[config.mk]
export PLATFORM = sky130hd
export DESIGN_NAME = clk_phase_gen
export DESIGN_NICKNAME = d
export VERILOG_FILES = /design/src/rtl/clk_phase_gen.sv
export SDC_FILE = /design/constraint.sdc
export NUM_CORES = 1
export LEC_CHECK = 0
export ABC_AREA = 1
export CORE_ASPECT_RATIO = 0.6
export CORE_MARGIN = 5
export CORE_UTILIZATION = 50
export CTS_BUF_LIST = sky130_fd_sc_hd__clkbuf_4 sky130_fd_sc_hd__clkbuf_8 sky130_fd_sc_hd__clkbuf_16
export CTS_CLUSTER_DIAMETER = 200
export DETAILED_ROUTE_END_ITERATION = 10
export PLACE_DENSITY = 0.79
export SYNTH_ARGS = -nofsm -noshare
export SYNTH_HDL_FRONTEND = slang
export SYNTH_SLANG_ARGS = --single-unit
[constraint.sdc]
create_clock -name clock -period 1.6 [get_ports clock]
set_input_delay 0.4 -clock clock [delete_from_list [all_inputs] [get_ports clock]]
set_output_delay 0.4 -clock clock [all_outputs]
set_load 0.1 [all_outputs]
[src/rtl/clk_phase_gen.sv]
// clk_phase_gen
//   Derives the imem, dmem and processor/regfile clocks from one master
//   clock using a single free-running counter. Every divided clock is a
//   direct flop output, optionally OR-ed with the registered halt flop, so
//   the derived clocks are glitch-free.
//
//   Optional feature: define CLKGEN_STALL_EN to build the stall FSM
//   (RUN/DRAIN/HALT). With the FSM, stall_req freezes processor_clock and
//   regfile_clock high after the current processor cycle completes, and
//   stall_ack reports the frozen state. Without it, stall_req is ignored
//   and stall_ack is tied low.
//
// Parameters
//   IMEM_LOG2  imem divide exponent (0 = pass-through of clock)
//   DMEM_LOG2  dmem divide exponent
//   PROC_LOG2  processor divide exponent, 1..8, IMEM_LOG2 <= DMEM_LOG2 <= PROC_LOG2
//
// Ports
//   clock            master clock
//   reset            asynchronous active-high reset
//   stall_req        request to freeze processor/regfile clocks
//   stall_ack        high while processor/regfile clocks are frozen
//   imem_clock       non-inverted imem clock
//   dmem_clock       inverted divided dmem clock
//   processor_clock  inverted divided processor clock (held high on halt)
//   regfile_clock    copy of processor_clock
//   proc_tick        high in the last master cycle of each processor period
//   cycle_count      completed processor cycles (wraps)

module clk_phase_gen #(
  parameter int unsigned IMEM_LOG2 = 0,
  parameter int unsigned DMEM_LOG2 = 1,
  parameter int unsigned PROC_LOG2 = 2
) (
  input  logic        clock,
  input  logic        reset,
  input  logic        stall_req,
  output logic        stall_ack,
  output logic        imem_clock,
  output logic        dmem_clock,
  output logic        processor_clock,
  output logic        regfile_clock,
  output logic        proc_tick,
  output logic [31:0] cycle_count
);

  localparam logic [PROC_LOG2-1:0] CNT_MAX = '1;

  logic [PROC_LOG2-1:0] cnt;
  logic                 halt;
  logic                 count_en;

  always_ff @(posedge clock or posedge reset) begin
    if (reset) begin
      cnt <= '0;
    end else begin
      cnt <= cnt + PROC_LOG2'(1);
    end
  end

  assign proc_tick = (cnt == CNT_MAX);

  generate
    if (IMEM_LOG2 == 0) begin : g_imem_pass
      assign imem_clock = clock;
    end else begin : g_imem_div
      assign imem_clock = cnt[IMEM_LOG2-1];
    end

    if (DMEM_LOG2 == 0) begin : g_dmem_pass
      assign dmem_clock = ~clock;
    end else begin : g_dmem_div
      assign dmem_clock = ~cnt[DMEM_LOG2-1];
    end
  endgenerate

  // Only flop outputs feed the processor clock, so it cannot glitch.
  assign processor_clock = ~cnt[PROC_LOG2-1] | halt;
  assign regfile_clock   = processor_clock;

`ifdef CLKGEN_STALL_EN
  typedef enum logic [1:0] {
    RUN   = 2'd0,
    DRAIN = 2'd1,
    HALT  = 2'd2
  } state_t;

  // Leaving HALT on the edge where cnt becomes 2^(PROC_LOG2-1) lines the
  // release up with the natural falling edge of the processor clock.
  localparam logic [PROC_LOG2-1:0] RELEASE_PREV = PROC_LOG2'((2 ** (PROC_LOG2 - 1)) - 1);

  state_t state;

  always_ff @(posedge clock or posedge reset) begin
    if (reset) begin
      state <= RUN;
      halt  <= 1'b0;
    end else begin
      case (state)
        RUN: begin
          if (stall_req) begin
            state <= DRAIN;
          end
        end
        DRAIN: begin
          // Not cancellable: once draining, always finish into HALT.
          // halt rises with the final processor rising edge, holding it high.
          if (proc_tick) begin
            state <= HALT;
            halt  <= 1'b1;
          end
        end
        HALT: begin
          if (!stall_req && (cnt == RELEASE_PREV)) begin
            state <= RUN;
            halt  <= 1'b0;
          end
        end
        default: begin
          state <= RUN;
          halt  <= 1'b0;
        end
      endcase
    end
  end

  // halt is set and cleared on exactly the HALT entry/exit edges.
  assign stall_ack = halt;
  assign count_en  = proc_tick && (state != HALT);
`else
  logic unused_stall_req;

  assign unused_stall_req = stall_req;
  assign halt             = 1'b0;
  assign stall_ack        = 1'b0;
  assign count_en         = proc_tick;
`endif

  always_ff @(posedge clock or posedge reset) begin
    if (reset) begin
      cycle_count <= '0;
    end else if (count_en) begin
      cycle_count <= cycle_count + 32'd1;
    end
  end

endmodule

Word level (Yosys, flattened, before mapping)
Cells that the tools add are included.
{"block": "totals", "ff_bits": 34, "in_bits": 3, "out_inout_bits": 38, "elab_cells": 7}
{"block": "op_classes", "addsub": 2, "eq_ne": 1, "bitwise_logic": 2}
{"cell": "$add A32 B1 Y32 const B", "count": 1}
{"cell": "$add A2 B1 Y2 const B", "count": 1}
{"cell": "$eq A2 B2 Y1 const B", "count": 1}
{"cell": "$not A1 Y1", "count": 2}

Depth between registers and ports, before layout
Gate-level depths: netlist of run 1.
{"block": "logic_depth", "depth_word": 1, "ltp_mapped": 9}

==> results of run 1 <==
worst max-delay path: cells and delay by family, from the launching register on:
family   cells  cell delay (ns)
flops        1             0.41
buf+inv      3             0.40
flip-flops by register name, summed over array words and instances (netlist names):
signal,flops
cycle_count,32
cnt,2
cells by family (layout without fill, tap and decap cells):
family                     Yosys count  after routing
buffers and inverters               33             84
AOI/OAI and AO/OA                    1              1
adders and majority gates            2              2
muxes                                1              1
DFF                                 34             34
other                                1              1
and+or+nand+nor                    124            124
xor gates and xnor gates            22             22
area by class of cell:
| type | count | area (um^2) | share of cell area, % |
|---|---|---|---|
| multi-input combinational | 151 | 913 | 31.1 |
| sequential | 34 | 900 | 30.6 |
| timing repair buffer | 43 | 805 | 27.4 |
| clock buffer | 11 | 145 | 4.94 |
| inverter | 30 | 116 | 3.96 |
| tap | 47 | 58.8 | 2.00 |
synth_stat cells:
| library cell | n | area [um^2] |
|---|---|---|
| nand3_2 | 1 | 10.0 |
| nand4_1 | 9 | 56.3 |
| nand2_2 | 5 | 31.3 |
| dfrtp_1 | 34 | 851 |
| o21bai_1 | 1 | 7.51 |
| nor2_4 | 6 | 67.6 |
| nor2_8 | 1 | 20.0 |
| xnor2_1 | 12 | 105 |
| nor2_1 | 23 | 86.3 |
| nor3_1 | 1 | 5.00 |
| mux2_2 | 1 | 11.3 |
| nand3_1 | 11 | 55.1 |
| nand2_1 | 58 | 218 |
| conb_1 | 1 | 3.75 |
| buf_4 | 3 | 22.5 |
| xor2_1 | 10 | 87.6 |
| nand2_4 | 2 | 22.5 |
| and2_1 | 2 | 12.5 |
| nor2_2 | 3 | 18.8 |
| inv_1 | 29 | 109 |
| nand3b_1 | 2 | 15.0 |
| inv_2 | 1 | 3.75 |
| ha_1 | 2 | 25.0 |
report_power, final:
group	switching [mW]	total, mW	internal (mW)
combinational	0.0280	0.0353	0.00735
sequential	0	0.859	0.859
clock	0.553	1.15	0.594
how the worst max path moves through the flow:
stage	from	to	slack, ns	cells after the start
5_1_grt	cnt[0]$_DFF_PP0_	cycle_count[29]$_DFFE_PP0P_	-0.06	9
4_1_cts	cnt[1]$_DFF_PP0_	processor_clock	-0.01	3
2_1_floorplan	cnt[1]$_DFF_PP0_	cycle_count[24]$_DFFE_PP0P_	-0.05	8
3_5_place_dp	clock	imem_clock	-0.54	1
3_3_place_gp	clock	imem_clock	-0.54	1
6_report	cnt[1]$_DFF_PP0_	processor_clock	0.002	3
metrics by stage:
stage          total power [mW]  std cells  area, um^2  util [%]
2_1_floorplan              1.14        218        1940         -
3_3_place_gp               1.16        302        2740      75.7
3_5_place_dp               1.16        302        2740      75.7
4_1_cts                    1.99        313        2890      79.9
5_1_grt                    2.11        316        2940      81.2
6_report                   2.04        316        2940      81.2
layer usage:
| metal | vias up | part of all wire [%] | track usage [%] |
|---|---|---|---|
| met5 | - | 0 | 0 |
| met4 | 0 | 1.6 | 7.33 |
| met3 | 9 | 5.9 | 5.48 |
| met2 | 48 | 45 | 27.8 |
| met1 | 723 | 47 | 26.6 |
| li1 | 769 | - | - |
what timing repair did:
item                       4_1_cts  5_1_grt
pin swaps                        1        2
setup buffers                    1        3
hold buffers                     0        0
setup endpoints to repair        4       11
gates resized for setup          8        7
==> reports/qor.yml, run 1 <==
status:
  status: "finished, final reports clean"
floorplan:
  pin_count: 41
  core_um2: 3620
  fp.dieH_um: 57.0
  die_w_um: 88.4
  rows: 17
  start_util_pct: 51.0
  dieArea_um2: 5040
setup_path:
  cp.arrival_ns: 1.20
  r2r_end: "cycle_count[25]$_DFFE_PP0P_"
  crit_fanout: 2
  end_kind: "output port"
  worstPathCellList: "buf_6, clkinvlp_4, buf_12"
  crit_slowest_cell: "dfrtp_1"
  critPathMaxStageDelay_ns: 0.41
  required_ns: 1.20
  reg2reg_depth: 9
  start_kind: "flip-flop"
  criticalPathCategory: "flip-flop to output port"
  r2r_slack_ns: 0.07
  r2r-start: "cnt[1]$_DFF_PP0_"
global_routing:
  grt_pass1_wl_mm: 7.29
  grt_pass1_vias: 1560
  grt_max_degree: 35
  grtUsageTotal_pct: 19.0
  overflow: 0
  antenna_found_initial: 0
logic_synthesis:
  synthCells: 218
  synth.area.mux_share_pct: 0.611
  yosysWarnings: 0
  syn_nets: 223
  synthAdderAreaFrac_pct: 1.36
  ys_types: 23
  yosys.area_share.simple_pct: 33.5
  synth-xor-area-share_pct: 10.4
  synth_compound_area_share_pct: 0.407
  synth-seq-cells: 34
  synth_seq_area_share_pct: 46.1
  synth_area_per_cell_um2: 8.46
  syn_area_um2: 1840
  synth_top_family_by_area: "simple AND/OR/NAND/NOR gates"
routing:
  drt-vias-per-instance: 4.90
  drcViolationCount: 0
  wl_mm: 4.45
  routedWlPerCell_um: 14.1
  drt_iter0_drc: 88
  vias: 1549
  first_pass_iters: 4
  ant_nets: 0
timing:
  rsz0062_at_grt: "yes"
  slew_viol_final: 0
  period_share_pct: 99.9
  finalSetupTns_ns: 0
  finalHoldViolations: 0
  post-route-min-period_ns: 1.60
  finalClockSkew_ns: 0.00787
  timing.fmax_ghz: 0.626
  setup_ws_ns: 0.00152
  setup_viol: 0
  holdWs_ns: 0.370
final_layout:
  fillers: 220
  drive_above_1_share_pct: 40.9
  nets: 274
  diodes: 0
  area_delta_synth_final_pct: 59.3
  final_common_cell: "nand2_1"
  final_cell_mix: "56 x nand2_1, 39 x buf_12, 28 x inv_1"
min_path:
  hp-class: "primary input to asynchronous set/reset pin"
power:
  powerDensity_nw_per_um2: 695
  irDropWorstVdd_mv: 1.69
  p_leak_nw: 1.33
cts:
  cts_tree: "done"
  cts.clk_slew.worst_paths_ns: 0.07
  clk_latency_ns: 0.39
flow_run:
  drv_cap: 0
placement:
  io_buffers: 38
  dp_slack_ns: -0.540
  place_congestion: 0.843
  place.detailed.hpwl_mm: 3.36
(Power assumes the default switching activity.)
==> inputs of run 2 (changes only) <==
--- a/config.mk
+++ b/config.mk
@@ -13,6 +13,7 @@
 export CTS_CLUSTER_DIAMETER = 200
 export DETAILED_ROUTE_END_ITERATION = 10
 export PLACE_DENSITY = 0.79
+export SKIP_CTS_REPAIR_TIMING = 1
 export SYNTH_ARGS = -nofsm -noshare
 export SYNTH_HDL_FRONTEND = slang
 export SYNTH_SLANG_ARGS = --single-unit
==> run 2 against run 1 <==
Against the previous run: the flow now finishes with violations (setup timing); count of clock-buffer cells in the layout is the same; final area decreased by 1.7%; via count decreased by 1.4%; sequential power is essentially flat; sequential cell count unchanged; clock power decreased by 5%; first-iteration DRC count rose by 20%; sequential share of layout area up 0.54 points; register-to-register slack gained 0.05 ns; worst hold slack got worse by 0.0032 ns; critical path depth is the same; cell count shrank 0.95%; critical endpoint is now imem_clock.
==> reports/qor.yml, run 2 (synthesis results as in run 1) <==
setup_path:
  cpLargestDelayFamily: "buffers and inverters"
  criticalPathCategory: "clock port to output port"
  required_ns: 1.20  # about the same
  crit_fanout: 2  # unchanged
  r2r_slack_ns: 0.12  # +0.05 ns
  r2r-start: "cycle_count[0]$_DFFE_PP0P_"
  reg2reg_depth: 8  # -1
  critPathMaxStageDelay_ns: 0.20  # -0.21 ns
  end_kind: "output port"
  start_kind: "clock port"
  worstPathCellList: "clkbuf_8, clkbuf_8, clkbuf_8"
  r2r_end: "cycle_count[24]$_DFFE_PP0P_"
  crit_slowest_cell: "clkbuf_8"
  cp.arrival_ns: 1.23  # +0.03 ns
  cpMostUsedCell: "clkbuf_8"
  crit_buf_inv: 3  # unchanged
final_layout:
  reg_top3: "cycle_count: 32 flops, cnt: 2 flops"
  nets: 271  # -1.1%
  final_cell_area_um2: 2890  # -1.7%
  final_cell_mix: "57 x nand2_1, 37 x buf_12, 28 x inv_1"
  largest-register: "cycle_count"
  diodes: 0  # unchanged
  fin_cells: 313  # -0.95%
  final_common_cell: "nand2_1"
  area_delta_synth_final_pct: 56.5
  drive_above_1_share_pct: 39.1  # -1.8 points
  largest_register_ffs: 32  # unchanged
timing:
  finalHoldViolations: 0  # unchanged
  finalSetupTns_ns: -0.0511  # -0.0511 ns
  rsz0062_at_grt: "yes"
  slew_viol_final: 0  # unchanged
  setup_viol: 3  # +3
  setup_ws_ns: -0.0332  # -0.0347 ns
  finalClockSkew_ns: 0.00823  # +0.000364 ns
power:
  power_mw: 1.99  # -2.6%
  switchingPower_mw: 0.572  # -1.7%
  p_sw_share_pct: 28.7  # +0.27 points
  irDropWorstVdd_mv: 1.39  # -18%
  powerDensity_nw_per_um2: 689  # -0.87%
  combPwrFrac_pct: 1.8  # about the same
  intPower_mw: 1.42  # -3.0%
  p_leak_nw: 1.31  # -1.5%
  seq_power_share_pct: 43.2  # +1.1 points
  power_frac_clock_pct: 55.0  # -1.2 points
placement:
  place_congestion: 0.843  # unchanged
  io_buffers: 38  # unchanged
  place_area_um2: 2740  # unchanged
  dp_slack_ns: -0.540  # unchanged
  dpl.cell_count: 302  # unchanged
  place.detailed.hpwl_mm: 3.36  # unchanged
min_path:
  hp-class: "primary input to asynchronous set/reset pin"
floorplan:
  start_util_pct: 51.0  # unchanged
  core_um2: 3620  # unchanged
  fp.dieH_um: 57.0  # unchanged
  rows: 17  # unchanged
  die_w_um: 88.4  # unchanged
  pin_count: 41  # unchanged
  dieArea_um2: 5040  # unchanged
cts:
  clk_latency_ns: 0.39  # about the same
  cts_tree: "done"
  cts.clk_slew.worst_paths_ns: 0.07  # about the same
routing:
  first_pass_iters: 4  # unchanged
  ant_nets: 0  # unchanged
  drcViolationCount: 0  # unchanged
  dr_wl_met3_um: 272  # +3.8%
  wl_met2_mm: 1.95  # -3.7%
  top_layer_used: "met4"
  wl_mm: 4.33  # -2.7%
  drt-vias-per-instance: 4.88  # -0.41%
  routedWlPerCell_um: 13.8  # -1.7%
  wl_met1_mm: 2.05  # -2.2%
  vias: 1528  # -1.4%
  drt_iter0_drc: 106  # +20%
global_routing:
  antenna_found_initial: 0  # unchanged
  grtUsageTotal_pct: 18.9  # -0.061 points
  overflow: 0  # unchanged
  grt_pass1_vias: 1550  # -0.64%
  grt_pass1_wl_mm: 7.27  # -0.29%
  grt_max_degree: 35  # unchanged
status:
  status: "complete, but fails checks"
  violations: "setup timing"
flow_run:
  drv_cap: 0  # unchanged
[run 2: area by class of cell]
class                      count  area (um^2)
tap                           47         58.8
sequential                    34          900
multi-input combinational    151          903
fill                         229          729
inverter                      30          116
timing repair buffer          40          769
clock buffer                  11          139
[run 2: power by group through the flow]
stage                     Combinational (mW)  Clock [mW]  Sequential, mW
after floorplan                       0.0247       0.236           0.876
after global placement                0.0360       0.245           0.876
after detailed placement              0.0366       0.245           0.876
after CTS                             0.0366        1.08           0.859
after global routing                  0.0390        1.15           0.858
final                                 0.0355        1.09           0.859
[run 2: worst max path at each step]
stage	from	endpoint	slack (ns)	cells past startpoint
6_report	clock	imem_clock	-0.03	3
5_1_grt	cnt[1]$_DFF_PP0_	processor_clock	-0.07	3
4_1_cts	clock	imem_clock	-0.79	3
3_5_place_dp	clock	imem_clock	-0.54	1
3_3_place_gp	clock	imem_clock	-0.54	1
2_1_floorplan	cnt[1]$_DFF_PP0_	cycle_count[24]$_DFFE_PP0P_	-0.05	8
[run 2: per-layer routing]
metal	global-route usage (%)	vias to the layer above
met4	7.33	0
met3	5.63	9
met1	26.5	708
li1	-	760
met5	0	-
met2	27.6	51
[run 2: metrics by stage]
stage / utilization [%] / hold WS (ns)
after CTS: 79.2 / 0.385
after global routing: 79.8 / 0.400
after floorplan: - / 0.511
final: 79.8 / 0.366
after detailed placement: 75.7 / 0.517
after global placement: 75.7 / 0.511
[run 2: worst register-to-register path, delay by kind of cell (launching register included)]
family | cells | cell delay [ns]
and+or+nand+nor | 6 | 0.61
DFF | 1 | 0.49
adders and majority gates | 1 | 0.16
AOI/OAI and AO/OA | 1 | 0.13
==> inputs of run 3 (changes only) <==
--- a/config.mk
+++ b/config.mk
@@ -12,7 +12,7 @@
 export CTS_BUF_LIST = sky130_fd_sc_hd__clkbuf_4 sky130_fd_sc_hd__clkbuf_8 sky130_fd_sc_hd__clkbuf_16
 export CTS_CLUSTER_DIAMETER = 200
 export DETAILED_ROUTE_END_ITERATION = 10
-export PLACE_DENSITY = 0.79
+export PLACE_DENSITY = 0.81
 export SKIP_CTS_REPAIR_TIMING = 1
 export SYNTH_ARGS = -nofsm -noshare
 export SYNTH_HDL_FRONTEND = slang
==> run 3 against run 2 <==
Against the previous run: the run still ends with setup timing left; sequential power about the same; count of clock-buffer cells in the layout did not move; utilization increased by 0.55 points; final area is 0.69% higher; critical path type unchanged.
==> reports/qor.yml, run 3 (synthesis results as in run 1) <==
power:
  irDropWorstVdd_mv: 1.45  # +4.5%
  power_mw: 2.01  # +0.85%
  powerDensity_nw_per_um2: 690  # +0.16%
  p_leak_nw: 1.33  # +0.94%
cts:
  cts.clk_slew.worst_paths_ns: 0.07  # about the same
  cts_tree: "done"
  clk_latency_ns: 0.39  # about the same
global_routing:
  grt_max_degree: 35  # unchanged
  antenna_found_initial: 0  # unchanged
  grtUsageTotal_pct: 20.4  # +1.5 points
  grt_pass1_vias: 1569  # +1.2%
  overflow: 0  # unchanged
  grt_pass1_wl_mm: 7.69  # +5.9%
routing:
  drt_iter0_drc: 99  # -6.6%
  wl_mm: 4.71  # +8.8%
  ant_nets: 0  # unchanged
  routedWlPerCell_um: 15.0  # +8.1%
  drcViolationCount: 0  # unchanged
  vias: 1589  # +4.0%
  drt-vias-per-instance: 5.04  # +3.3%
  first_pass_iters: 4  # unchanged
final_layout:
  nets: 273  # +0.74%
  diodes: 0  # unchanged
  final_util_pct: 80.4  # +0.55 points
  largest-register: "cycle_count"
  largest_register_ffs: 32  # unchanged
  final_cell_mix: "56 x nand2_1, 37 x buf_12, 28 x inv_1"
  area_delta_synth_final_pct: 57.6
  drive_above_1_share_pct: 39.9  # +0.83 points
  fin_cells: 315  # +0.64%
  final_common_cell: "nand2_1"
  reg_top3: "cycle_count: 32 flops, cnt: 2 flops"
flow_run:
  drv_cap: 0  # unchanged
timing:
  finalSetupTns_ns: -0.0743  # -0.0233 ns
  rsz0062_at_grt: "yes"
  slew_viol_final: 0  # unchanged
  finalHoldViolations: 0  # unchanged
  setup_ws_ns: -0.0387  # -0.00547 ns
  finalClockSkew_ns: 0.00761  # -0.000622 ns
  setup_viol: 3  # unchanged
setup_path:
  required_ns: 1.20  # about the same
  cp.arrival_ns: 1.24  # about the same
  start_kind: "clock port"
  criticalPathCategory: "clock port to output port"
  end_kind: "output port"
  crit_fanout: 2  # unchanged
  reg2reg_depth: 8  # unchanged
status:
  status: "complete, but fails checks"
  violations: "setup timing"
placement:
  place_congestion: 0.894  # +5.9%
  place.detailed.hpwl_mm: 3.34  # -0.73%
  dpl.cell_count: 302  # unchanged
  dp_slack_ns: -0.540  # unchanged
  io_buffers: 38  # unchanged
floorplan:
  dieArea_um2: 5040  # unchanged
  rows: 17  # unchanged
  start_util_pct: 51.0  # unchanged
  die_w_um: 88.4  # unchanged
  fp.dieH_um: 57.0  # unchanged
  core_um2: 3620  # unchanged
  pin_count: 41  # unchanged
min_path:
  hp-class: "primary input to asynchronous set/reset pin"
## run 3: changes by cell type in the layout (fill, tap and decap cells not counted), sizes merged
cell	previous run	this run
buf	39	41
## run 3: metal layers
layer  vias to the layer above  GRT usage [%]  part of all wire (%)
li1                        759              -                     -
met1                       748           27.4                    45
met2                        66           30.7                    46
met3                        16           6.49                   7.1
met4                         0           8.19                   2.1
met5                         -              0                     0
## run 3: stage by stage
step	instance area, um^2	hold WS [ns]
6_report	2910	0.357
5_1_grt	2910	0.397
4_1_cts	2870	0.371
3_5_place_dp	2740	0.524
3_3_place_gp	2740	0.513
2_1_floorplan	1940	0.511
## run 3: critical path: stages
cell,delay (ns)
clkbuf_8,0.11
clkbuf_8,0.12
clkbuf_8,0.20
## run 3: area by class of cell
cell class / instances / area [um^2]
Tap cell: 47 / 58.8
Sequential cell: 34 / 900
Inverter: 30 / 116
Timing Repair Buffer: 42 / 781
Multi-Input combinational cell: 151 / 906
Clock buffer: 11 / 145
Fill cell: 225 / 709
## run 3: power by group
group / switching, mW / internal (mW)
combinational: 0.0282 / 0.00734
sequential: 0 / 0.859
clock: 0.535 / 0.577
total: 0.563 / 1.44
## run 3: final timing paths
check	slack, ns	endpoint	startpoint
worst max-delay path	-0.04	imem_clock	clock
min in group clock	0.53	cycle_count[3]$_DFFE_PP0P_	cycle_count[3]$_DFFE_PP0P_
worst max register to register	0.08	cycle_count[24]$_DFFE_PP0P_	cycle_count[0]$_DFFE_PP0P_
worst min-delay path	0.36	cycle_count[19]$_DFFE_PP0P_	reset
worst min register to register	0.53	cycle_count[3]$_DFFE_PP0P_	cycle_count[3]$_DFFE_PP0P_
max in group asynchronous	1.04	cycle_count[7]$_DFFE_PP0P_	reset
